## src/rtl/mux2to1_arbiter.sv

```systemverilog
// rtl/mux2to1_arbiter.sv - round-robin arbiter sharing one mux2to1 datapath into a registered output stage

// Plain two-input word mux: select=0 passes data1, select=1 passes data2.
module mux2to1 #(
  parameter int N = 32
) (
  input  logic         select,
  input  logic [N-1:0] data1,
  input  logic [N-1:0] data2,
  output logic [N-1:0] dataOut
);

  assign dataOut = select ? data2 : data1;

endmodule

// Two requesters share one 32-bit path. The granted side drives the mux, and its word
// lands in a single-entry valid/ready output register.
module mux2to1_arbiter #(
  parameter int N         = 32,
  parameter int MAX_BURST = 4
) (
  input  logic         clk,
  input  logic         rst,
  input  logic         req1,
  input  logic [N-1:0] data1,
  output logic         gnt1,
  input  logic         req2,
  input  logic [N-1:0] data2,
  output logic         gnt2,
  output logic         select,
  output logic         out_valid,
  input  logic         out_ready,
  output logic [N-1:0] out_data,
  output logic         out_src
);

  localparam int CW = $clog2(MAX_BURST + 1);

  localparam logic [1:0] IDLE   = 2'd0;
  localparam logic [1:0] GRANT1 = 2'd1;
  localparam logic [1:0] GRANT2 = 2'd2;

  localparam logic [CW-1:0] CNT_MAX = CW'(MAX_BURST);
  localparam logic [CW-1:0] CNT_ONE = CW'(1);

  logic [1:0]    state;
  logic [1:0]    state_next;
  logic [CW-1:0] cnt;
  logic [CW-1:0] cnt_inc;
  logic [CW-1:0] cnt_next;
  logic          last;        // 0: requester 1 was granted most recently, 1: requester 2
  logic          last_next;
  logic          space;
  logic          at_max;
  logic          at_max_next;
  logic          xfer;
  logic [N-1:0]  mux_out;

  mux2to1 #(.N(N)) u_mux (
    .select  (select),
    .data1   (data1),
    .data2   (data2),
    .dataOut (mux_out)
  );

  // The output register can take a word if it is empty or being drained this cycle.
  assign space  = !out_valid || out_ready;
  assign at_max = (cnt == CNT_MAX);

  // A saturated burst only blocks the holder when the other side is actually waiting.
  assign gnt1 = !rst && (state == GRANT1) && req1 && space && !(req2 && at_max);
  assign gnt2 = !rst && (state == GRANT2) && req2 && space && !(req1 && at_max);
  assign xfer = gnt1 || gnt2;

  // The count after this cycle's transfer decides the hand-over, so the switch happens
  // on the edge that ends the last burst word and the next grant starts with no gap.
  assign cnt_inc     = (xfer && !at_max) ? cnt + CNT_ONE : cnt;
  assign at_max_next = (cnt_inc == CNT_MAX);

  // Next-state decode: round-robin tie-break from IDLE, burst-limited hand-over in GRANTx.
  always_comb begin
    state_next = state;
    cnt_next   = cnt_inc;
    last_next  = last;
    case (state)
      IDLE: begin
        if (req1 && (!req2 || last)) begin
          state_next = GRANT1;
          cnt_next   = '0;
          last_next  = 1'b0;
        end else if (req2) begin
          state_next = GRANT2;
          cnt_next   = '0;
          last_next  = 1'b1;
        end
      end
      GRANT1: begin
        if (req2 && (!req1 || at_max_next)) begin
          state_next = GRANT2;
          cnt_next   = '0;
          last_next  = 1'b1;
        end else if (!req1 && !req2) begin
          state_next = IDLE;
        end
      end
      GRANT2: begin
        if (req1 && (!req2 || at_max_next)) begin
          state_next = GRANT1;
          cnt_next   = '0;
          last_next  = 1'b0;
        end else if (!req1 && !req2) begin
          state_next = IDLE;
        end
      end
      default: begin
        state_next = IDLE;
        cnt_next   = '0;
      end
    endcase
  end

  // Arbitration state; select is registered alongside the state it decodes.
  always_ff @(posedge clk) begin
    if (rst) begin
      state  <= IDLE;
      cnt    <= '0;
      last   <= 1'b1;
      select <= 1'b0;
    end else begin
      state  <= state_next;
      cnt    <= cnt_next;
      last   <= last_next;
      select <= (state_next == GRANT2);
    end
  end

  // Single-entry output stage: load on transfer, clear on drain, hold otherwise.
  always_ff @(posedge clk) begin
    if (rst) begin
      out_valid <= 1'b0;
      out_data  <= '0;
      out_src   <= 1'b0;
    end else if (xfer) begin
      out_valid <= 1'b1;
      out_data  <= mux_out;
      out_src   <= select;
    end else if (out_ready) begin
      out_valid <= 1'b0;
    end
  end

endmodule

```

## config.mk

```make
export PLATFORM = sky130hd
export DESIGN_NAME = mux2to1_arbiter
export DESIGN_NICKNAME = d
export VERILOG_FILES = /design/src/rtl/mux2to1_arbiter.sv
export SDC_FILE = /design/constraint.sdc
export NUM_CORES = 1
export LEC_CHECK = 0
export ABC_CLOCK_PERIOD_IN_PS = 2400
export CORE_UTILIZATION = 40
export CTS_BUF_LIST = sky130_fd_sc_hd__clkbuf_16
export CTS_CLUSTER_SIZE = 20
export DETAILED_ROUTE_END_ITERATION = 10
export HOLD_SLACK_MARGIN = 0.02
export PLACE_DENSITY = 0.81
export REMOVE_ABC_BUFFERS = 1
export SYNTH_ARGS = -nofsm -noshare
export SYNTH_HDL_FRONTEND = slang
export SYNTH_SLANG_ARGS = --single-unit
```

## constraint.sdc

```tcl
create_clock -name clk -period 2.4 [get_ports clk]
set_input_delay 0.24 -clock clk [delete_from_list [all_inputs] [get_ports clk]]
set_output_delay 0.24 -clock clk [all_outputs]
set_load 0.005 [all_outputs]
```

==> flow_summary_export.csv <==
group,metric,value,unit
setup_path,rr_worst_depth,6,
clock_tree,cts_hold_buffers,0,
global_route,grt_use_total,19.12,%
timing,period_minus_slack,2.290,ns
detailed_routing,ant_nets,0,
detailed_routing,routed_wl,5551,µm
detailed_routing,wl_met1,2376,µm
final_layout,drive_gt1_share,8.235,%
yosys,syn_area,0.002158,mm²
hold_path,whs_path_depth,2,
floorplan,placementRows,26,
timing,slew_headroom,56.72,%
clock_tree,clock_path_buffers,2,
setup_path,path_class,"reg -> out",
placed_design,gp_congestion,0.9271,
clock_tree,cts_made_buffers,5,
timing,fmax,436.7,MHz
setup_path,critical-path-max-stage-delay,0.57,ns
flow_run,drv_cap,0,
clock_tree,h-tree-depth,2,
setup_path,cp_top_family,"buffers and inverters",
final_layout,postLayoutCellArea,0.003457,mm²
detailed_routing,drc_errors,0,
timing,setup_viol_count_final,0,
clock_tree,clkSinkCount,41,
floorplan,design.die.area,0.005693,mm²
global_route,grt_pass1_wl,8286,µm
power_and_ir_drop,p_total,0.002145,W
timing,fin_tns_setup,0,ns
setup_path,cp.required,2.16,ns
yosys,synth-seq-cells,41,
yosys,synth_cell_type_count,41,
final_layout,syn2layout_area_growth,60.17,%
setup_path,crit_slowest_cell,"clkdlybuf4s50_1",
timing,rsz0062_at_grt,"no",
timing,hold_viol_final,0,
final_layout,fin_nets,415,
timing,worst_slew_pin_slew,0.6479,ns
setup_path,r2r_setup_slack,0.20,ns
setup_path,crit_fanout,7,
yosys,yosys-top-cells-count,"nor2_1 (42), dfxtp_1 (41), mux2i_1 (35), a211oi_1 (33), inv_1 (9)",
detailed_routing,vias,2079,
yosys,synth_top_cell_by_area,"dfxtp_1",
timing,post-route-period-util,95.41,%
placed_design,dpl.cell_count,403,
yosys,synth-edff-count,0,
yosys,async_flop_share,0,%
clock_tree,cts_resized,0,
clock_tree,cts_tree,"yes",
setup_path,crit_buf_inv,2,
clock_tree,path_clk_slew,0.06,ns
floorplan,start_util,41.99,%
hold_path,holdPathEnd,"out_data[15]",
detailed_routing,dr_wl_met3,371,µm
yosys,synth_most_common_cell,"nor2_1",
detailed_routing,first_iter_violations,55,
floorplan,die_w,75.46,µm
hold_path,min-delay-start,"out_data[15]",
yosys,syn_area_per_cell,9.145,µm²
yosys,yosys-top-cells-area,"dfxtp_1 (38%), mux2i_1 (16%), a211oi_1 (11%)",
final_layout,antenna_cells,0,
power_and_ir_drop,p_per_area,620.6,mW/mm²
placed_design,postPlaceCellArea,0.003306,mm²
setup_path,crit_path_end_kind,"primary output",
hold_path,hold_class,"reg -> reg",
global_route,grt_max_degree,39,
floorplan,die_h,75.46,µm
yosys,ys.flop_type,"dfxtp_1",
timing,fin_skew,0.003191,ns
yosys,ys_warn_count,0,
detailed_routing,wl_met2,2715,µm
yosys,ys_seq_area_share,38.03,%
placed_design,io_buffers,105,
clock_tree,insertion_delay,0.28,ns
global_route,antenna_found_initial,0,
setup_path,startpoint_type,"register",
final_layout,final_cells,410,
detailed_routing,routedWlPerCell,13.54,µm
timing,maxSlewViolCount,0,
yosys,syn_inst,236,
power_and_ir_drop,leakagePower,1.194,nW
setup_path,r2r_start,"state[0]",
clock_tree,post_cts_buffers,0,
clock_tree,cts-root-buf,"clkbuf_16",
detailed_routing,routed.top_layer,"met4",
floorplan,core-area,0.005140,mm²
setup_path,critical_path_arrival,2.05,ns
global_route,grt_pass1_vias,1857,
global_route,overflow,0,
outcome,status,"complete, no violations",
timing,whs,0.4928,ns
setup_path,r2r_end,"state[0]",
floorplan,io_pins,106,
setup_path,crit_chain,"inv_1 -> ha_1 -> and2_4 -> a2111oi_2 -> clkdlybuf4s50_1",
power_and_ir_drop,peakVddDrop,360.5,µV
placed_design,hpwl,4220,µm
detailed_routing,avgViaCountPerCell,5.071,
detailed_routing,first_pass_iters,4,
yosys,synth_top_area_share,38.03,%
[metrics by stage]
step                      worst slack [ns]  utilization, %
after detailed placement            0.2004           64.31
after floorplan                    0.07144               -
after CTS                          0.08757           66.97
after global placement              0.2413           64.31
after global routing              0.003951           67.26
final                               0.1102           67.26
[sequential cells by signal, indices dropped and copies added (netlist names)]
| name | flops |
|---|---|
| cnt | 3 |
| last | 1 |
| out_data | 32 |
| out_src | 1 |
| out_valid | 1 |
| select | 1 |
| state | 2 |
[layout by cell type, fill, tap and decap left out, types with 2 or more instances in the layout]
cell type        Yosys  layout
clkdlybuf4s50_1      0     105
nor2_1              42      42
dfxtp_1             41      40
mux2i_1             35      35
a211oi_1            33      33
inv_1                9       9
buf_4                1       9
nand2_1              7       7
ha_1                 6       5
clkbuf_16            0       5
a21oi_1              4       4
or3_1                3       3
o21ai_0              3       3
xnor2_1              2       2
a22oi_1              2       2
o211ai_1             2       2
nand2b_1             2       2
o22ai_1              2       2
nor3_1               2       2
buf_12               0       2
[worst reg2reg max path, cell delays in order, from the launching register on]
cell and delay [ns]:
dfxtp_1 0.47, ha_1 0.33, a22oi_1 0.16, o41ai_1 0.43, o21a_1 0.26, mux2_4 0.32
nor3_2 0.16
[logic make-up after synthesis]
family | share of synthesized area (%)
AND/OR/NAND/NOR | 13.04
adder cells (fa/ha/maj) | 3.478
multiplexers | 17.45
AO/OA/AOI/OAI | 20.58
flip-flops | 38.03
XOR/XNOR | 1.218
buffers and inverters | 6.203
[final cells by class]
class / count / area, µm²
clock buffers: 5 / 125.1
clock inverters: 2 / 11.26
fillers: 451 / 1683
inverters: 9 / 33.78
multi-input cells: 167 / 1219
flip-flops and latches: 41 / 822.0
well taps: 70 / 87.58
repair buffers: 116 / 1159
[layer usage]
layer / global-route usage, % / up-vias
li1: - / 1062
met1: 22.12 / 934
met2: 34.23 / 74
met3: 5.159 / 9
met4: 6.173 / 0
met5: 0 / -
[worst max-delay path by stage]
stage                   from       end  slack (ns)  depth (start not counted)
finish                cnt[0]      gnt1        0.11                          5
global route          cnt[0]      gnt1       0.004                          5
CTS                 state[0]      gnt2        0.09                          5
detailed placement      req2  state[0]        0.20                          6
global placement         rst      last        0.24                          5
floorplan             cnt[0]   out_src        0.07                          7
[power breakdown]
part           switching [W]  internal, W
Combinational       0.000297     0.000410
Sequential         0.0000551     0.000756
Clock               0.000253     0.000375
Note: power is estimated with default switching activity, not from simulation.
